<file path="src/rtl/inst_fetch.sv">
// Fetch stage: request/ack instruction read, hold until decode consumes, pulse pc_wre.
// Optional misaligned-PC trap enabled by defining FETCH_ALIGN_CHECK_EN.
module inst_fetch #(
  parameter int ADDR_W = 32,
  parameter int DATA_W = 32,
  parameter int CNT_W  = 16
) (
  input  logic              clk,
  input  logic              Reset,
  input  logic [ADDR_W-1:0] pc,
  input  logic              fetch_en,
  input  logic              flush,
  output logic              imem_req,
  output logic [ADDR_W-1:0] imem_addr,
  input  logic              imem_ack,
  input  logic [DATA_W-1:0] imem_rdata,
  output logic [DATA_W-1:0] instr,
  output logic [ADDR_W-1:0] instr_pc,
  output logic              instr_valid,
  input  logic              consume,
  output logic              pc_wre,
  output logic [CNT_W-1:0]  fetch_count,
  output logic              align_fault
);

  localparam logic [1:0] S_IDLE = 2'd0;
  localparam logic [1:0] S_REQ  = 2'd1;
  localparam logic [1:0] S_HOLD = 2'd2;

  localparam logic [ADDR_W-1:0] ALIGN_MASK = ~ADDR_W'(3);

  logic [1:0]        state_q, state_d;
  logic              req_q, req_d;
  logic [ADDR_W-1:0] addr_q, addr_d;
  logic [DATA_W-1:0] instr_q, instr_d;
  logic [ADDR_W-1:0] ipc_q, ipc_d;
  logic              valid_q, valid_d;
  logic              wre_q, wre_d;
  logic [CNT_W-1:0]  cnt_q, cnt_d;
  logic              fetch_go;

`ifdef FETCH_ALIGN_CHECK_EN
  logic fault_q, fault_d;
  logic fault_hit;

  // A sticky fault blocks all fetching until flushed.
  assign fetch_go  = fetch_en && !wre_q && !fault_q
                     && (pc[1:0] == 2'b00);
  assign fault_hit = fetch_en && !wre_q && !fault_q
                     && (pc[1:0] != 2'b00);
`else
  // pc is stale during the pc_wre cycle, so never start then.
  assign fetch_go = fetch_en && !wre_q;
`endif

  always_comb begin
    state_d = state_q;
    req_d   = req_q;
    addr_d  = addr_q;
    instr_d = instr_q;
    ipc_d   = ipc_q;
    valid_d = valid_q;
    wre_d   = 1'b0;
    cnt_d   = cnt_q;
`ifdef FETCH_ALIGN_CHECK_EN
    fault_d = fault_q;
`endif
    if (flush) begin
      state_d = S_IDLE;
      req_d   = 1'b0;
      valid_d = 1'b0;
`ifdef FETCH_ALIGN_CHECK_EN
      fault_d = 1'b0;
`endif
    end else begin
      unique case (state_q)
        S_IDLE: begin
          if (fetch_go) begin
            addr_d  = pc & ALIGN_MASK;
            req_d   = 1'b1;
            state_d = S_REQ;
          end
`ifdef FETCH_ALIGN_CHECK_EN
          else if (fault_hit) begin
            fault_d = 1'b1;
          end
`endif
        end
        S_REQ: begin
          if (imem_ack) begin
            instr_d = imem_rdata;
            ipc_d   = addr_q;
            valid_d = 1'b1;
            req_d   = 1'b0;
            state_d = S_HOLD;
          end
        end
        S_HOLD: begin
          if (consume) begin
            valid_d = 1'b0;
            wre_d   = 1'b1;
            cnt_d   = cnt_q + 1'b1;
            state_d = S_IDLE;
          end
        end
        default: begin
          state_d = S_IDLE;
          req_d   = 1'b0;
          valid_d = 1'b0;
        end
      endcase
    end
  end

  always_ff @(posedge clk) begin
    if (Reset) begin
      state_q <= S_IDLE;
      req_q   <= 1'b0;
      addr_q  <= '0;
      instr_q <= '0;
      ipc_q   <= '0;
      valid_q <= 1'b0;
      wre_q   <= 1'b0;
      cnt_q   <= '0;
    end else begin
      state_q <= state_d;
      req_q   <= req_d;
      addr_q  <= addr_d;
      instr_q <= instr_d;
      ipc_q   <= ipc_d;
      valid_q <= valid_d;
      wre_q   <= wre_d;
      cnt_q   <= cnt_d;
    end
  end

`ifdef FETCH_ALIGN_CHECK_EN
  always_ff @(posedge clk) begin
    if (Reset) fault_q <= 1'b0;
    else       fault_q <= fault_d;
  end
  assign align_fault = fault_q;
`else
  assign align_fault = 1'b0;
`endif

  assign imem_req    = req_q;
  assign imem_addr   = addr_q;
  assign instr       = instr_q;
  assign instr_pc    = ipc_q;
  assign instr_valid = valid_q;
  assign pc_wre      = wre_q;
  assign fetch_count = cnt_q;

endmodule

</file>
<file path="config.mk">
export PLATFORM = sky130hd
export DESIGN_NAME = inst_fetch
export DESIGN_NICKNAME = d
export VERILOG_FILES = /design/src/rtl/inst_fetch.sv
export SDC_FILE = /design/constraint.sdc
export NUM_CORES = 1
export LEC_CHECK = 0
export BUFFER_PORTS_ARGS = -buffer_cell sky130_fd_sc_hd__buf_2
export CORE_ASPECT_RATIO = 0.6
export CORE_MARGIN = 4
export CORE_UTILIZATION = 48
export CTS_BUF_LIST = sky130_fd_sc_hd__clkbuf_4 sky130_fd_sc_hd__clkbuf_8
export CTS_CLUSTER_DIAMETER = 60
export CTS_CLUSTER_SIZE = 20
export DETAILED_ROUTE_END_ITERATION = 10
export MAX_ROUTING_LAYER = met4
export PLACE_DENSITY = 0.92
export SLEW_MARGIN = 20
export SYNTH_ARGS = -nofsm -noshare
export SYNTH_HDL_FRONTEND = slang
export SYNTH_SLANG_ARGS = --single-unit
</file>
<file path="constraint.sdc">
create_clock -name clk -period 2.3 [get_ports clk]
set_input_delay 0.46 -clock clk [delete_from_list [all_inputs] [get_ports clk]]
set_output_delay 0.46 -clock clk [all_outputs]
set_load 0.03 [all_outputs]
</file>
Word-level counts from Yosys, hierarchy flattened
Index checks and enable logic that the tools add are counted.
{"block": "word_totals", "register_bits": 113, "out_inout_bits": 116, "elab_cells": 39}
{"block": "op_classes", "add_sub_neg": 1, "eq_ne": 5, "mux": 11, "n_bitwise": 3, "n_reduce_logical": 11}
{"op": "$reduce_and A3 Y1", "count": 6}
{"op": "$add A16 B1 Y16 const B", "count": 1}
{"op": "$mux W2", "count": 3}
{"op": "$ne A2 B2 Y1 const B", "count": 3}
{"op": "$pmux W1 S3", "count": 2}
{"op": "$pmux W2 S3", "count": 1}
{"op": "$mux W1", "count": 5}
{"op": "$not A1 Y1", "count": 3}
{"op": "$reduce_or A3 Y1", "count": 1}
{"op": "$eq A2 B1 Y1 const B", "count": 1}
{"op": "$eq A2 B2 Y1 const B", "count": 1}
{"op": "$logic_not A2 Y1", "count": 1}
{"op": "$reduce_or A2 Y1", "count": 1}
{"op": "$logic_and A1 B1 Y1", "count": 1}
{"op": "$logic_not A1 Y1", "count": 1}

Logic depth before layout (Yosys ltp)
Gate-level depths: netlist of the first run.
{"block": "logic_depth", "word_depth": 4, "depth_mapped": 6, "mapped_depth_nobuf": 5}

Least setup slack after synthesis of the first run
No wires, ideal clock.
{"block": "synth_timing", "kind": "in2reg", "startpoint": "input flush", "endpoint": "register cnt_q[12], in the netlist fetch_count[12]", "setup_time_ns": 0.070, "arrival_ns": 1.910, "slack_ns": 0.319, "stages": 6, "path_cell_list": "buf_6 -> nand4bb_1 -> buf_2 -> or4_4 -> or3_1 -> a21oi_1"}
{"block": "synth_between", "elab_chain_cells": 2}
{"element": "start, declared", "line": "12", "rtl": "input logic flush,"}
{"element": "$not A1 Y1 (no line)"}
{"element": "$reduce_and A3 Y1 (no line)"}
{"element": "end signal, assigned", "line": "133", "rtl": "cnt_q <= cnt_d;"}
{"element": "end, declared", "line": "39", "rtl": "logic [CNT_W-1:0] cnt_q, cnt_d;"}
Every way passes these cells.
A chain may end at the register's enable or synchronous reset.

Worst setup path in the final report of the first run
{"block": "layout_timing", "startpoint": "register state_q[1]", "endpoint": "register cnt_q[12], in the netlist fetch_count[12]"}
{"block": "layout_between", "elab_chain_cells": 2}
{"element": "start, declared", "line": "32", "rtl": "logic [1:0] state_q, state_d;"}
{"element": "start signal, assigned", "line": "126", "rtl": "state_q <= state_d;"}
{"element": "$eq A2 B2 Y1", "line": "76", "rtl": "unique case (state_q)"}
{"element": "$reduce_and A3 Y1 (no line)"}
Every way passes these cells.

==> results of run 1 <==
[per-stage QoR]
step                utilization, %  instances  power, mW  hold slack, ns
floorplan                        -        519       2.24           0.524
global placement              62.9        778       2.36           0.439
detailed placement            62.9        778       2.37           0.444
CTS                           68.3        809       4.38           0.241
global route                  68.3        809       4.49           0.254
finish                        68.3        809       4.35           0.274
[where the power goes]
part	leakage [nW]	switching, mW	total [mW]	internal, mW
Sequential	0.914	0.0260	2.02	1.99
Combinational	1.31	0.202	0.305	0.103
Clock	0.218	0.771	2.02	1.25
Total	2.44	0.998	4.35	3.35
[area by class of cell]
cell class / count / area (um^2) / share of cell area, %
clock buffer: 21 / 277 / 5.01
timing repair buffer: 191 / 1000 / 18.2
tap: 108 / 135 / 2.45
clock inverter: 10 / 159 / 2.88
multi-input combinational: 366 / 1680 / 30.4
sequential: 113 / 2260 / 41.0
[cell families after synthesis]
kind of cell	after synthesis	synth area share [%]
and+or+nand+nor	241	24.4
xor gates and xnor gates	10	2.14
DFF	113	55.3
buffers and inverters	40	4.34
adders and majority gates	1	0.306
other	1	0.0916
AOI/OAI and AO/OA	109	13.5
[worst max-delay path: cells and delay by family, from the launching register on]
family,cells,cell delay (ns)
compound gates,1,0.15
flops,1,0.53
simple gates,3,1.23
[state kept, by name (all words and copies together), names as in the netlist]
signal,cells
pc_wre,1
state_q,2
instr_pc,30
imem_req,1
instr,32
imem_addr,30
fetch_count,16
instr_valid,1
[cells in the mapped netlist (all sizes together)]
cell type,number
nor4bb,1
nor3b,1
nand4,3
nand2,194
buf,7
and4,1
o21ai,7
nand4bb,1
and2,1
clkbuf,33
or2,1
nor2,14
a2111oi,1
xnor2,4
or3,7
and3,1
a21oi,100
or3b,1
nand3,5
nand2b,1
nor3,7
conb,1
o21a,1
xor2,6
dfxtp,113
or4,2
ha,1
[layout by cell type (no fill, tap or decap), types with 3 or more instances in the layout]
cell,Yosys,layout
sky130_fd_sc_hd__a21oi_1,100,100
sky130_fd_sc_hd__xor2_1,6,6
sky130_fd_sc_hd__nand4_1,3,3
sky130_fd_sc_hd__clkbuf_8,0,19
sky130_fd_sc_hd__nor3_1,7,5
sky130_fd_sc_hd__clkinv_2,0,3
sky130_fd_sc_hd__nand3_1,5,5
sky130_fd_sc_hd__xnor2_1,4,4
sky130_fd_sc_hd__buf_2,1,177
sky130_fd_sc_hd__dfxtp_1,113,113
sky130_fd_sc_hd__buf_4,5,13
sky130_fd_sc_hd__bufinv_16,0,4
sky130_fd_sc_hd__or3_1,7,6
sky130_fd_sc_hd__o21ai_0,7,7
sky130_fd_sc_hd__conb_1,1,5
sky130_fd_sc_hd__nor2_1,14,14
sky130_fd_sc_hd__nand2_1,194,194
[per-layer routing]
metal	track usage [%]	share of wire, %	wire [um]	up-vias
met4	8.78	1.3	141	0
li1	-	-	-	2021
met5	-	0	0	-
met1	25.7	41	4630	1833
met2	37.2	47	5230	195
met3	9.22	11	1230	13
[worst paths after layout]
check	startpoint	to	slack, ns	cells after the start
worst max-delay path	state_q[1]$_SDFFE_PP0P_	fetch_count[12]$_SDFFE_PP0P_	0.32	4
worst min-delay path	pc[11]	imem_addr[11]$_SDFFE_PP0P_	0.27	3
worst max register to register	state_q[1]$_SDFFE_PP0P_	fetch_count[12]$_SDFFE_PP0P_	0.32	4
worst min register to register	instr_pc[26]$_SDFFE_PP0P_	instr_pc[26]$_SDFFE_PP0P_	0.45	2
==> results list, run 1 <==
* Count of endpoints failing hold in the final timing report: 0
- TritonCTS clock tree: done
- Skew final: 0.00858 ns
* Critical-path cell list: nand4bb_1 > or4_4 > or3_1 > a21oi_1
- The max-slew violation count is 0.
- The via count of the first global-routing pass was 3832.
- In this run the static leakage power is 2.44 nW.
* Slew at the pin closest to its max-slew limit: 0.551 ns
- From left edge to right edge, the die measures 127 um.
- Clock root buffer: sky130_fd_sc_hd__clkbuf_8
- Counting along the longest clock path gives a buffer depth of 2.
- Aggregate negative setup slack: 0 ns
* RD Place Congestion: 0.937
* Effective utilization at floorplan: 50.7%
- Crit path DAT: 2.32 ns
* Result of the run: finished, final reports clean
- The number of antenna diodes in the final layout is 0.
- Yosys printed 0 warnings.
* Clock-pin slew on the worst setup and hold paths: 0.07 ns
- Cell area after synthesis: 4090 um^2
- Setup Crit Path Kind: reg2reg
- Ratio of cells with drive above 1 in the final layout: 32.7%
- Ranked by total cell area, the synthesized netlist is headed by sky130_fd_sc_hd__dfxtp_1, sky130_fd_sc_hd__nand2_1, sky130_fd_sc_hd__a21oi_1.
* Antenna Nets Post-Route: 0
* Routed wirelength normalized by instance count: 13.9 um
* Number of failing setup endpoints in the final timing report: 0
- In this run, post-CTS hold repair placed 0 buffers.
* Most area-hungry cell type in the Yosys netlist: sky130_fd_sc_hd__dfxtp_1
- Core area: 8070 um^2
* Maximum vdd ir drop: 572 uV
- Total global-route track usage: 22.9%
- Area of all placed cells without fillers: 5520 um^2
- FP Rows: 25
- Pre-CTS WS: 0.247 ns
- In the routed design, unresolved DRC markers number 0.
* Vias: 4062
- Share of the synthesized area in the top cell type: 55.3%
* Sequential-to-total area share from yosys stat: 55.3%
- Gr ovfl total: 0
* Setup repair after global routing missed its margin: no
* CP Data Required Time: 2.64 ns
* Total of fill cells in the finished design: 667
- Buffers placed on the I/O ports in this run total 178.
- Worst min-delay path class: in2reg
* Die height: 79.5 um
- Pwr dens: 788 nW/um^2
* Crit path capture type: flip-flop
- Clock insertion delay at the later pin of the skew report: 0.42 ns
* F_max: 504 MHz
* Number of buffers inserted to repair setup after CTS: 0
- The synthesized netlist contains 29 unique library cells.
- The largest single stage delay on the critical path is 0.62 ns.
- Least setup slack across all paths after layout: 0.318 ns
- Once the clock tree was built, the resizer swapped 0 gates to a different size.
- Worst relative slew slack: 63.3%
- Total CTS buffers: 17
- The first global-routing pass estimated 18.0 mm of wire.
* H-tree levels: 4
- Synthesized flop and latch total: 113
* Max-cap violations: 0
- In the routed layout, each cell is associated on average with a via count of 5.02.
- The final layout contains 760 nets.
* Count of boundary I/O pins: 186
- The worst setup path is launched from a flip-flop.
- After detailed routing, the total wire length is 11.2 mm.
- Mean instance size in the synthesized netlist: 7.95 um^2
* Fin crit period: 1.98 ns
* Length of the first detailed-routing pass in iterations: 4
- For this block, the initial DRC count from the detailed router was 244.
* Area Overhead vs Synth: 34.8%
- Detailed placement ended at an HPWL of 8.23 mm.
* Maximum number of pins on one net before global-route repair: 54
- On the critical path, the stage with the largest delay is an instance of sky130_fd_sc_hd__or4_4.
- Cell area after placement: 5080 um^2
- # clock sinks: 113
- The final critical path takes up 86.2% of the cycle.
* Overall die area: 10100 um^2
* Number of instances in the synthesized netlist: 515
- The initial antenna violation count came to 0.
- Of all nets on the critical path, the largest fanout is 12.
No activity file was read; power rests on OpenSTA's default activity.
==> inputs of run 2 (changes only) <==
--- a/config.mk
+++ b/config.mk
@@ -8,13 +8,13 @@
 export BUFFER_PORTS_ARGS = -buffer_cell sky130_fd_sc_hd__buf_2
 export CORE_ASPECT_RATIO = 0.6
 export CORE_MARGIN = 4
-export CORE_UTILIZATION = 48
+export CORE_UTILIZATION = 35
 export CTS_BUF_LIST = sky130_fd_sc_hd__clkbuf_4 sky130_fd_sc_hd__clkbuf_8
 export CTS_CLUSTER_DIAMETER = 60
 export CTS_CLUSTER_SIZE = 20
 export DETAILED_ROUTE_END_ITERATION = 10
 export MAX_ROUTING_LAYER = met4
-export PLACE_DENSITY = 0.92
+export PLACE_DENSITY = 0.73
 export SLEW_MARGIN = 20
 export SYNTH_ARGS = -nofsm -noshare
 export SYNTH_HDL_FRONTEND = slang
==> run 2 against run 1 <==
Hold slack got worse by 0.00088 ns. Sequential share of layout area is 0.093 points lower. Global-route usage shrank 5.2 points. Clock power decreased by 12%. Cell area increased by 0.23%. Fmax up 8.7%. Critical endpoint unchanged. Largest cell class unchanged. Highest routed layer unchanged.
==> results list, run 2 (same netlist as run 1, synthesis figures left out) <==
- Result of the run: finished, final reports clean
- The areal power density over the cells is 741 nW/um^2 (-6.0%).
- Total CTS buffers: 17 (unchanged)
* Clock-pin slew on the worst setup and hold paths: 0.07 ns (about the same)
* Total power after layout: 4.10 mW (-5.8%)
- Leakage power: 2.42 nW (-0.79%)
- Length of the first detailed-routing pass in iterations: 4 (unchanged)
- H-tree levels: 4 (unchanged)
- Least setup slack across all paths after layout: 0.476 ns (+0.158 ns)
- GRT met1 Usage: 23.5% (-2.3 points)
- The height of the die is 91.8 um (+15%).
- The placed wire-length estimate was 8.31 mm (+1.0%).
- Count of instances resized after the clock tree is built: 0 (unchanged)
* Critical register-to-register path startpoint: fetch_count[0]$_SDFFE_PP0P_
- By startpoint and endpoint, the worst setup path is classified as reg2reg.
- The remaining antenna violation count after routing came to 0 (unchanged).
- Clock insertion delay at the later pin of the skew report: 0.42 ns (about the same)
- The max-slew violation count is 0 (unchanged).
* Start point of the critical path: fetch_count[0]$_SDFFE_PP0P_
- Crit path DAT: 2.17 ns (-0.15 ns)
- The fraction of final layout cells with drive strength greater than 1 is 32.7% (unchanged).
- Largest fanout on the critical path: 5 (-7)
- Starting DRT DRC Count: 176 (-28%)
- The number of flip-flops in the largest register was 32 (unchanged).
* Total of fill cells in the finished design: 1182 (+77%)
- The min-delay analysis places its worst path in the category in2reg.
* Final std cells w/o fill: 862 (+6.6%)
* Count of boundary I/O pins: 186 (unchanged)
* Fraction of the cycle the final worst path needs: 79.3% (-6.9 points)
- Crit path capture type: flip-flop
- Maximum buffer depth of the clock tree: 2 (unchanged)
- The wire length after detailed routing came to 11.7 mm (+3.9%).
* Area Overhead vs Synth: 35.1%
* TritonCTS clock tree: done
* Vias: 3994 (-1.7%)
* CP Data Required Time: 2.65 ns (about the same)
- The relative slew slack came to 58.8% (-4.4 points).
- Gr ovfl total: 0 (unchanged)
- Most congested layer reported by global routing: met2
* Area of all placed cells without fillers: 5530 um^2 (+0.23%)
- Setup repair after global routing left no endpoint under its margin.
- The final critical-path required period was 1.82 ns (-0.158 ns).
* Count of placed standard cells including taps: 830 (+6.7%)
* F_max: 548 MHz (+8.7%)
- # clock sinks: 113 (unchanged)
- Count of hold-fix buffers inserted at cts: 0 (unchanged)
* Count of endpoints failing hold in the final timing report: 0 (unchanged)
* Skew final: 0.0115 ns (+0.00289 ns)
- The per-cell via count in the routed design was 4.63 (-7.7%).
- Maximum vdd ir drop: 331 uV (-42%)
* Clock root buffer: sky130_fd_sc_hd__clkbuf_8
* Cell area after placement: 5160 um^2 (+1.5%)
* FF+latch area: 2260 um^2 (unchanged)
* Die W: 148 um (+16%)
* Number of failing setup endpoints in the final timing report: 0 (unchanged)
* Pre-CTS WS: 0.306 ns (+0.0592 ns)
* Highest-count cells in the layout ignoring fill and taps: sky130_fd_sc_hd__nand2_1, sky130_fd_sc_hd__buf_2, sky130_fd_sc_hd__dfxtp_1
* Number of buffers inserted to repair setup after CTS: 0 (unchanged)
* Most common library cell in the layout ignoring fill and taps: sky130_fd_sc_hd__nand2_1
* Antenna violations before repair: 0 (unchanged)
- STA classifies the critical path startpoint as a flip-flop.
- FP Rows: 30 (+20%)
- Slew at the pin closest to its max-slew limit: 0.617 ns (+0.0660 ns)
- The aggregate negative setup slack was 0 ns (unchanged).
* Wire length of the first global-routing pass: 18.7 mm (+3.9%)
* Max-cap violations: 0 (unchanged)
- RD Place Congestion: 0.765 (-18%)
- The per-cell routed wire length came to 13.5 um (-2.5%).
- The floorplan die area was 13500 um^2 (+34%).
* Worst hold margin: 0.273 ns (-0.000882 ns)
- The via count of the first global-routing pass came to 3645 (-4.9%).
- Number of remaining DRC errors: 0 (unchanged)
- Critical hold path startpoint: imem_rdata[25]
- Core area: 11400 um^2 (+41%)
- The largest net degree at the start of global routing was 59 (+9.3%).
* Layout Utilization: 48.6% (-20 points)
* Effective utilization at floorplan: 36.0% (-15 points)
* Net total in the final layout: 760 (unchanged)
- Total global-route track usage: 17.7% (-5.2 points)
- The global-route met3 utilization came to 7.11% (-2.1 points).
* Number of port buffers: 178 (unchanged)
- GR Layer Usage met2: 24.4% (-13 points)
* Multi-input logic area: 1680 um^2 (unchanged)
-- run 2: cell types whose count changed in the layout (fill, tap and decap cells not counted) --
cell and delta:
sky130_fd_sc_hd__buf_4 -1, sky130_fd_sc_hd__bufinv_16 -2, sky130_fd_sc_hd__buf_12 +1, sky130_fd_sc_hd__clkinv_2 +4, sky130_fd_sc_hd__clkbuf_8 -2, sky130_fd_sc_hd__diode_2 +1
-- run 2: report_power, final --
group / internal [mW] / switching [mW] / total (mW) / leakage [nW]
logic: 0.104 / 0.205 / 0.309 / 1.31
clock network: 0.966 / 0.803 / 1.77 / 0.191
registers: 1.99 / 0.0247 / 2.02 / 0.914
total: 3.06 / 1.03 / 4.10 / 2.42
-- run 2: critical path, cell delays in order, from the launching register on --
cell                      delay, ns
sky130_fd_sc_hd__dfxtp_1       0.39
sky130_fd_sc_hd__ha_1          0.21
sky130_fd_sc_hd__nand2_1       0.10
sky130_fd_sc_hd__or4_4         0.56
sky130_fd_sc_hd__or3_1         0.36
sky130_fd_sc_hd__a21oi_1       0.13
-- run 2: layout make-up --
cell class / instances / area share [%]
Sequential cell: 113 / 40.9
Multi-Input combinational cell: 366 / 30.4
Timing Repair Buffer: 191 / 18.4
Clock buffer: 19 / 4.50
Tap cell: 160 / 3.62
Clock inverter: 12 / 2.15
Antenna cell: 1 / 0.0453
-- run 2: path summary, 6_finish.rpt --
check / to / slack (ns) / depth (start not counted)
hold / removal: instr[25]$_SDFFE_PP0P_ / 0.27 / 3
setup reg to reg: fetch_count[12]$_SDFFE_PP0P_ / 0.48 / 5
hold reg to reg: instr[12]$_SDFFE_PP0P_ / 0.45 / 2
setup / recovery: fetch_count[12]$_SDFFE_PP0P_ / 0.48 / 5
-- run 2: per-layer routing --
| metal | up-vias | share of wire (%) |
|---|---|---|
| li1 | 2024 | - |
| met1 | 1809 | 48 |
| met2 | 147 | 42 |
| met3 | 14 | 8.9 |
| met4 | 0 | 1.1 |
| met5 | - | 0 |
==> inputs of run 3 (changes only) <==
==> constraint.sdc (replaced) <==
create_clock -name clk -period 1.8 [get_ports clk]
set_input_delay 0.36 -clock clk [delete_from_list [all_inputs] [get_ports clk]]
set_output_delay 0.36 -clock clk [all_outputs]
set_load 0.03 [all_outputs]
==> run 3 against run 2 <==
Cell count grew 1.2%. Core utilization is 1.4 points higher. Largest power group unchanged. Cell area up 2.9%. Fmax is 5.4% higher. Clock skew fell by 0.0011 ns. Critical endpoint is now fetch_count[14]$_SDFFE_PP0P_.
==> results list, run 3 (same netlist as run 1, synthesis figures left out) <==
* Clock insertion delay at the later pin of the skew report: 0.41 ns (about the same)
- The count of buffers inserted at the top-level ports is 178 (unchanged).
- Clock-pin slew on the worst setup and hold paths: 0.07 ns (about the same)
- The setup slack after layout was 0.0688 ns (-0.407 ns).
- Layout Utilization: 50.0% (+1.4 points)
- Number of failing setup endpoints in the final timing report: 0 (unchanged)
- Highest-count cells in the layout ignoring fill and taps: sky130_fd_sc_hd__nand2_1, sky130_fd_sc_hd__buf_2, sky130_fd_sc_hd__dfxtp_1
- Count of endpoints failing hold in the final timing report: 0 (unchanged)
- Antenna violations before repair: 0 (unchanged)
- HPWL after detailed placement: 7.99 mm (-3.9%)
- The maximum vdd ir drop was 498 uV (+51%).
- The via count of the first global-routing pass came to 3561 (-2.3%).
- The max-slew violation count is 0 (unchanged).
- The final cycle utilization of the critical path is 96.2% (+17 points).
- The final-stage net count came to 772 (+1.6%).
- The number of cells on the worst hold path was 3 (unchanged).
- The worst hold path belongs to the class in2reg.
- The maximum clock frequency came to 578 MHz (+5.4%).
* Final std cells w/o fill: 872 (+1.2%)
- The largest clock skew in the final design came to 0.0104 ns (-0.00109 ns).
- Count of boundary I/O pins: 186 (unchanged)
- The overall overflow remaining after global route is 0 (unchanged).
* Fin crit period: 1.73 ns (-0.0928 ns)
- The largest net degree at the start of global routing came to 49 (-17%).
* Routed length on met3: 949 um (-8.8%)
- Ratio of cells with drive above 1 in the final layout: 34.6% (+1.9 points)
* Count of hold-fix buffers inserted at cts: 0 (unchanged)
- Die height: 91.8 um (unchanged)
- The width of the chip came to 148 um (unchanged).
* Met2 wirelength from detailed routing: 4.53 mm (-6.6%)
- N_diodes: 0 (-1)
* Met1 WL: 5.71 mm (+0.99%)
- Ratio of routed vias to standard cells: 4.53 (-2.3%)
- Critical R2R Capture: fetch_count[14]$_SDFFE_PP0P_
- Critical hold path startpoint: imem_rdata[22]
- Setup repair after global routing could not meet its margin everywhere.
- Area Overhead vs Synth: 39.0%
* Result of the run: finished, final reports clean
- The flop-to-flop setup slack is 0.07 ns (-0.41 ns).
- The required arrival time at the worst endpoint came to 2.14 ns (-0.51 ns).
* Flip-flop count of the largest register after layout: 32 (unchanged)
- STA classifies the critical path endpoint as a flip-flop.
- The setup path with the least slack is of type reg2reg.
* FP Rows: 30 (unchanged)
* Max-cap violations: 0 (unchanged)
- Count of placed standard cells including taps: 842 (+1.4%)
- The first-pass iteration count of the detailed router was 4 (unchanged).
- Number of cells on the worst reg-to-reg path: 5 (unchanged)
- Routed wirelength normalized by instance count: 13.0 um (-4.0%)
- The tree is rooted in a sky130_fd_sc_hd__clkbuf_8.
* Wire length of the first global-routing pass: 17.9 mm (-4.4%)
- Highest layer used for signal routing: met4
* Largest fanout on the critical path: 5 (unchanged)
- The minimum hold slack was 0.180 ns (-0.0935 ns).
- The path with the worst hold slack has its endpoint at instr[22]$_SDFFE_PP0P_.
- The count of fill cells added during filler insertion was 1153 (-2.5%).
* Crit path DAT: 2.07 ns (-0.10 ns)
- The number of DRC violations after detailed-routing iteration 0 came to 185 (+5.1%).
- Overall die area: 13500 um^2 (unchanged)
* Core area: 11400 um^2 (unchanged)
* Total global-route track usage: 16.8% (-0.89 points)
- The routability congestion estimate from global placement was 0.795 (+3.9%).
- The number of sinks driven by the clock tree is 113 (unchanged).
- The wire length after detailed routing was 11.3 mm (-2.9%).
- H-tree levels: 4 (unchanged)
- Sort of element at the start of the critical path: flip-flop
- The post-placement setup slack was -0.0674 ns (-0.373 ns).
- Total CTS buffers: 17 (unchanged)
- Number of remaining DRC errors: 0 (unchanged)
* Leakage power: 2.48 nW (+2.6%)
- Leaving out fill and tap cells, the most frequent cell in the layout is sky130_fd_sc_hd__nand2_1.
- The maximum clock insertion buffer count came to 2 (unchanged).
- Effective utilization at floorplan: 36.0% (unchanged)
- The worst register-to-register path begins at fetch_count[1]$_SDFFE_PP0P_.
* TritonCTS clock tree: done
- Pwr dens: 918 nW/um^2 (+24%)
* Antenna Nets Post-Route: 0 (unchanged)
* Vias: 3948 (-1.2%)
==> run 3: cell count changes in the layout (fill, tap and decap cells not counted), sizes merged <==
cell / change
clkinvlp: +1
clkinv: -2
buf: +12
diode: -1
==> run 3: repair_timing <==
item / 4_1_cts / 5_1_grt
setup endpoints to repair: 0 / 5
buffers inserted: 0 / 0
resized for setup: 0 / 4
endpoints found under the hold margin: 0 / 0
==> run 3: per-stage QoR <==
step | cell area, um^2 | total power [mW] | TNS [ns]
2_1_floorplan | 4120 | 2.87 | 0
3_3_place_gp | 5290 | 3.04 | -0.171
3_5_place_dp | 5290 | 3.04 | -0.195
4_1_cts | 5660 | 5.29 | 0
5_1_grt | 5690 | 5.44 | -0.0445
6_report | 5690 | 5.22 | 0
==> run 3: cell type report <==
type / count / area (um^2) / area share (%)
timing repair buffer: 203 / 1140 / 20.1
multi-input combinational: 366 / 1710 / 30.0
sequential: 113 / 2270 / 39.8
tap: 160 / 200 / 3.52
clock inverter: 11 / 116 / 2.04
clock buffer: 19 / 255 / 4.49
==> run 3: layer usage <==
metal,vias up,track usage [%]
met2,141,22.8
met4,0,6.28
met1,1751,23.3
met3,14,5.53
li1,2042,-
met5,-,-
==> run 3: where the power goes <==
group / total, mW / leakage, nW / switching, mW / internal, mW
Sequential: 2.58 / 0.916 / 0.0319 / 2.55
Combinational: 0.411 / 1.38 / 0.267 / 0.144
Clock: 2.24 / 0.186 / 0.982 / 1.25
Total: 5.22 / 2.48 / 1.28 / 3.94
==> run 3: how the worst max path moves through the flow <==
stage                                     start                           end  slack, ns  cells past startpoint
finish              fetch_count[1]$_SDFFE_PP0P_  fetch_count[14]$_SDFFE_PP0P_       0.07                      5
global route            state_q[0]$_SDFFE_PP0P_    imem_addr[29]$_SDFFE_PP0P_      -0.02                      6
CTS                 fetch_count[1]$_SDFFE_PP0P_  fetch_count[14]$_SDFFE_PP0P_       0.03                      5
detailed placement                        flush  fetch_count[13]$_SDFFE_PP0P_      -0.07                      5
global placement                          flush  fetch_count[15]$_SDFFE_PP0P_      -0.06                      5
floorplan                                 flush  fetch_count[15]$_SDFFE_PP0P_      0.006                      6
==> run 3: worst max-delay path: stages (launching register included) <==
cell and delay [ns]:
sky130_fd_sc_hd__dfxtp_2 0.38, sky130_fd_sc_hd__ha_4 0.15, sky130_fd_sc_hd__nand2_1 0.08, sky130_fd_sc_hd__or4_4 0.56, sky130_fd_sc_hd__or3_1 0.36, sky130_fd_sc_hd__a21oi_1 0.14
